**src/rtl/mix_columns_engine.sv**
```systemverilog
// AES MixColumns / InvMixColumns engine: accepts one 128-bit state and transforms it
// COLS_PER_CYCLE columns per cycle in place, with round-based bypass and abort.
module mix_columns_engine #(
    parameter int unsigned COLS_PER_CYCLE = 1,
    parameter bit          OUT_REG        = 1'b1
) (
    input  logic         clk,
    input  logic         rst_n,
    input  logic         in_valid,
    output logic         in_ready,
    input  logic [127:0] in_data,
    input  logic         inv,
    input  logic [4:0]   round,
    input  logic [1:0]   mode,
    input  logic         abort,
    output logic         out_valid,
    input  logic         out_ready,
    output logic [127:0] out_data
);

    typedef enum logic [1:0] {IDLE, BUSY, DONE} state_t;

    localparam logic [1:0] CNT_STEP = 2'(COLS_PER_CYCLE);
    localparam logic [1:0] CNT_LAST = 2'(4 - COLS_PER_CYCLE);

    if (!(COLS_PER_CYCLE == 1 || COLS_PER_CYCLE == 2 || COLS_PER_CYCLE == 4)) begin : g_bad_cfg
        $error("mix_columns_engine: COLS_PER_CYCLE must be 1, 2 or 4");
    end

    state_t        state, state_next;
    logic [1:0]    cnt, cnt_next;
    logic [127:0]  result, result_next;
    logic          inv_q, inv_next;
    logic          rdy_en;
    logic          bypass;
    logic          accept;
    logic [1:0]    col_idx;

    function automatic logic [7:0] xt(input logic [7:0] b);
        return {b[6:0], 1'b0} ^ (b[7] ? 8'h1b : 8'h00);
    endfunction

    function automatic logic [31:0] mix_col(input logic [31:0] col, input logic inverse);
        logic [7:0]  a[4], x2[4], x4[4], x8[4], o[4];
        int unsigned r1, r2, r3;
        for (int unsigned i = 0; i < 4; i++) begin
            a[i]  = col[31-8*i -: 8];
            x2[i] = xt(a[i]);
            x4[i] = xt(x2[i]);
            x8[i] = xt(x4[i]);
        end
        for (int unsigned r = 0; r < 4; r++) begin
            r1 = (r + 1) % 4;
            r2 = (r + 2) % 4;
            r3 = (r + 3) % 4;
            // Coefficients built from xtime chains: 3=2^1, 9=8^1, B=8^2^1, D=8^4^1, E=8^4^2
            if (!inverse)
                o[r] = x2[r] ^ x2[r1] ^ a[r1] ^ a[r2] ^ a[r3];
            else
                o[r] = (x8[r] ^ x4[r] ^ x2[r]) ^ (x8[r1] ^ x2[r1] ^ a[r1])
                     ^ (x8[r2] ^ x4[r2] ^ a[r2]) ^ (x8[r3] ^ a[r3]);
        end
        return {o[0], o[1], o[2], o[3]};
    endfunction

    always_comb begin
        case (mode)
            2'h2:    bypass = (round == 5'h19);
            2'h3:    bypass = (round == 5'h1D);
            default: bypass = (round == 5'h15);
        endcase
    end

    assign in_ready  = (state == IDLE) && rdy_en;
    assign out_valid = (state == DONE);
    assign accept    = in_valid && in_ready && !abort;

    always_comb begin
        state_next  = state;
        cnt_next    = cnt;
        result_next = result;
        inv_next    = inv_q;
        col_idx     = '0;
        case (state)
            IDLE: begin
                if (accept) begin
                    result_next = in_data;
                    inv_next    = inv;
                    cnt_next    = '0;
                    state_next  = bypass ? DONE : BUSY;
                end
            end
            BUSY: begin
                for (int unsigned k = 0; k < COLS_PER_CYCLE; k++) begin
                    col_idx = cnt + 2'(k);
                    result_next[127-32*col_idx -: 32] = mix_col(result[127-32*col_idx -: 32], inv_q);
                end
                cnt_next = cnt + CNT_STEP;
                if (cnt == CNT_LAST)
                    state_next = DONE;
            end
            DONE: begin
                if (out_ready)
                    state_next = IDLE;
            end
            default: state_next = IDLE;
        endcase
        if (abort) begin
            state_next  = IDLE;
            cnt_next    = '0;
            result_next = '0;
        end
    end

    always_ff @(posedge clk or negedge rst_n) begin
        if (!rst_n) begin
            state  <= IDLE;
            cnt    <= '0;
            result <= '0;
            inv_q  <= 1'b0;
            rdy_en <= 1'b0;
        end else begin
            state  <= state_next;
            cnt    <= cnt_next;
            result <= result_next;
            inv_q  <= inv_next;
            rdy_en <= 1'b1;
        end
    end

    // The output stage loads the same next value as the result register, so
    // latency does not depend on OUT_REG.
    if (OUT_REG) begin : g_out_reg
        logic [127:0] out_q;
        always_ff @(posedge clk or negedge rst_n) begin
            if (!rst_n)
                out_q <= '0;
            else
                out_q <= result_next;
        end
        assign out_data = out_q;
    end else begin : g_out_comb
        assign out_data = result;
    end

endmodule

```
**config.mk**
```make
export PLATFORM = sky130hd
export DESIGN_NAME = mix_columns_engine
export DESIGN_NICKNAME = d
export VERILOG_FILES = /design/src/rtl/mix_columns_engine.sv
export SDC_FILE = /design/constraint.sdc
export NUM_CORES = 1
export LEC_CHECK = 0
export CORE_AREA = 2 2 149 151
export DETAILED_ROUTE_END_ITERATION = 8
export DIE_AREA = 0 0 151 153
export PLACE_DENSITY = 0.74
export SLEW_MARGIN = 20
export SYNTH_ARGS = -nofsm -noshare
export SYNTH_HDL_FRONTEND = slang
export SYNTH_SLANG_ARGS = --single-unit
```
**constraint.sdc**
```tcl
create_clock -name clk -period 5.42 [get_ports clk]
set_input_delay 0.813 -clock clk [delete_from_list [all_inputs] [get_ports clk]]
set_output_delay 0.813 -clock clk [all_outputs]
set_load 0.03 [all_outputs]
```
==> results.yml <==
outcome:
  status: "completed"
synthesis:
  ys_ff_latch: 134
  ys_seq_area_share_pct: 34.3
  synth_edf_count: 0
  synth.area.top_cells: "dfrtp_1 (34%), xnor2_1 (11%), xnor3_1 (7.1%)"
  syn_inst: 927
  ys_types: 53
  synth_simple_gate_area_share_pct: 8.40
  synth_top_flop_cell: "dfrtp_1"
  syn_nets: 1072
  synth_area_per_cell_um2: 10.5
  post-synth-top-area-cell: "dfrtp_1"
  syn_area_um2: 9770
  synth_compound_area_share_pct: 17.4
  synth_top_area_share_pct: 34.3
  synth-xor-area-share_pct: 27.1
  async_reset_ff_share_pct: 100
  synth_top_family_by_area: "XOR/XNOR gates"
  yosys.area_share.adder_pct: 0.512
  synth_mux_area_share_pct: 8.19
  synth_warnings: 0
power_and_ir_drop:
  power_frac_comb_pct: 76.4
  power_density_nw_per_um2: 860
  leakage_uw: 0.00537
  power.internal_uw: 5930
  ir_drop_mv: 0.623
  pwr-share-clk_pct: 11.6
  seqPwrFrac_pct: 12.0
  sw_frac_of_total_pct: 48.1
  p_sw_uw: 5490
global_routing:
  grt_pass1_wl_um: 55200
  overflow: 0
  grt_max_degree: 97
  grt_pass1_vias: 9028
  antenna_found_initial: 0
  grt_use_total_pct: 32.2
clocking:
  cts_root_buf: "clkbuf_16"
  numClockSinks: 134
  cts_tree: "yes"
  clk_latency_ns: 0.43
  ctsLongestPathBuffers: 2
  clkTransAtPathRegs_ns: 0.06
  cts_hold_buf: 0
  cts_setup_buffers: 0
  htreeDepth: 4
  cts_made_buffers: 17
  cts_resized: 0
floorplanning:
  core_um2: 21500
  die_x_um: 151
  fp.dieArea_um2: 23100
  pin_count: 271
  rows: 54
  floorplan.initialDensity_pct: 45.5
  die_h_um: 153
drt:
  drc: 0
  drt_first_pass_iters: 6
  drt-initial-drc-count: 977
  ant_nets: 0
  finalWirelength_um: 36800
  vias_per_cell: 6.15
  dr_total_vias: 8911
  wire_per_inst_um: 25.4
timing:
  fin_crit_ns: 4.27
  rsz0062_at_grt: "no"
  holdWs_ns: 0.467
  setup_viol: 0
  fmax_ghz: 0.234
  final_hold_viol_count: 0
  setup_ws_ns: 1.15
  final.setup_skew_ns: 0.0209
  slew_viol_final: 0
  relSlewSlack_pct: 32.7
  period_share_pct: 78.9
  final.setup.tns_ns: 0
  tightest_slew_ns: 1.01
cells_and_area:
  final_common_cell: "clkdlybuf4s50_1"
  mostFrequentLayoutCells: "clkdlybuf4s50_1 (268), dfrtp_1 (132), xnor2_1 (120), nand2_1 (106), o21ai_0 (77)"
  n_antenna_cell: 0
  fin_nets: 1300
  syn2layout_area_growth_pct: 35.8
  drive_gt1_share_pct: 9.85
setup_path:
  startpoint_type: "flop"
  critPathMaxFanout: 29
  crit_type: "reg -> reg"
  path_cells: "buf_4 > mux4_2 > xor3_1 > xnor3_2 > xnor2_4 > xnor3_1 > mux2i_1 > o21ai_1"
  cp.arrival_ns: 4.56
  crit_family: "XOR/XNOR gates"
  cp-end-kind: "flop"
  crit_buf_inv: 1
  slowest_stage: "dfrtp_2"
  required_ns: 5.71
  critPathMaxStageDelay_ns: 0.97
placed_design:
  place.gp.congestion: 0.998
  pre_cts_ws_ns: 1.15
  port_buffers: 270
  hpwl_um: 26900
hold_path:
  hp-class: "in -> async"
flow_run:
  maxCapViolations: 0
==> worst register-to-register path, cell delays in order (launching register included) <==
cell	delay [ns]
dfrtp_2	0.97
buf_4	0.42
mux4_2	0.64
xor3_1	0.50
xnor3_2	0.36
xnor2_4	0.31
xnor3_1	0.44
mux2i_1	0.33
o21ai_1	0.15
==> power groups by stage <==
stage / sequential, µW / combinational, µW / clock, µW
after floorplan: 1590 / 6110 / 0
after global placement: 1380 / 8390 / 0
after detailed placement: 1370 / 8450 / 0
after CTS: 1360 / 8520 / 1330
after global routing: 1390 / 9080 / 1370
final: 1370 / 8720 / 1330
==> final cells by class <==
class / count / area (µm²)
Clock buffer: 22 / 484
Clock inverter: 10 / 191
Fill cell: 1731 / 8220
Inverter: 3 / 11.3
Multi-Input combinational cell: 714 / 6060
Sequential cell: 134 / 3360
Tap cell: 280 / 350
Timing Repair Buffer: 285 / 2810
==> cells by family (layout without fill, tap and decap cells) <==
logic type               Yosys count  count (layout)
adder cells (fa/ha/maj)            4               4
XOR/XNOR                         212             212
other                              1               1
buffers and inverters             79             320
AO/OA/AOI/OAI                    264             264
AND/OR/NAND/NOR                  196             196
multiplexers                      37              37
flip-flops                       134             134
==> stage by stage <==
| step | total power, µW | cell area [µm²] | instances | utilization [%] |
|---|---|---|---|---|
| after floorplan | 7710 | 9770 | 927 | - |
| after global placement | 9770 | 12600 | 1416 | 58.6 |
| after detailed placement | 9820 | 12600 | 1416 | 58.6 |
| after CTS | 11200 | 13300 | 1448 | 61.8 |
| after global routing | 11800 | 13300 | 1448 | 61.7 |
| final | 11400 | 13300 | 1448 | 61.7 |
==> synth_stat cells (4+ instances only) <==
library cell and count:
mux4_2 26, buf_4 8, nor3_1 11, buf_6 5, a21oi_1 39, nor4_1 9
nand2b_1 4, xnor2_1 120, xnor3_1 31, o21ai_0 77, dfrtp_1 134, buf_2 12
o2bb2a_1 4, clkbuf_1 48, xnor2_4 8, o21ai_1 31, xor2_1 34, a221oi_1 4
xnor2_2 8, a22o_1 24, o221ai_1 12, a22oi_1 60, nand2_1 106, nor2_1 51
mux4_1 6, ha_1 4
==> final timing paths <==
check / startpoint / end / slack, ns / cells past startpoint
min in group clk: out_data[102]$_DFFE_PN0P_ / out_data[102]$_DFFE_PN0P_ / 0.52 / 2
worst max register to register: cnt[0]$_DFFE_PN0P_ / out_data[20]$_DFFE_PN0P_ / 1.15 / 8
worst min register to register: out_data[102]$_DFFE_PN0P_ / out_data[102]$_DFFE_PN0P_ / 0.52 / 2
worst max-delay path: cnt[0]$_DFFE_PN0P_ / out_data[20]$_DFFE_PN0P_ / 1.15 / 8
max in group asynchronous: rst_n / out_data[43]$_DFFE_PN0P_ / 3.89 / 2
worst min-delay path: rst_n / rdy_en$_DFF_PN0_ / 0.47 / 1
==> layer usage <==
layer	wire length (µm)	GRT usage, %
met1	14500	44.7
met2	17500	50.4
met3	3750	7.46
met4	981	9.75
met5	0	0
==> flip-flops by register name (all words and copies together), names as in the netlist <==
signal,flops
cnt,2
inv_q,1
out_data,128
rdy_en,1
state,2
Note: power is estimated with default switching activity, not from simulation.
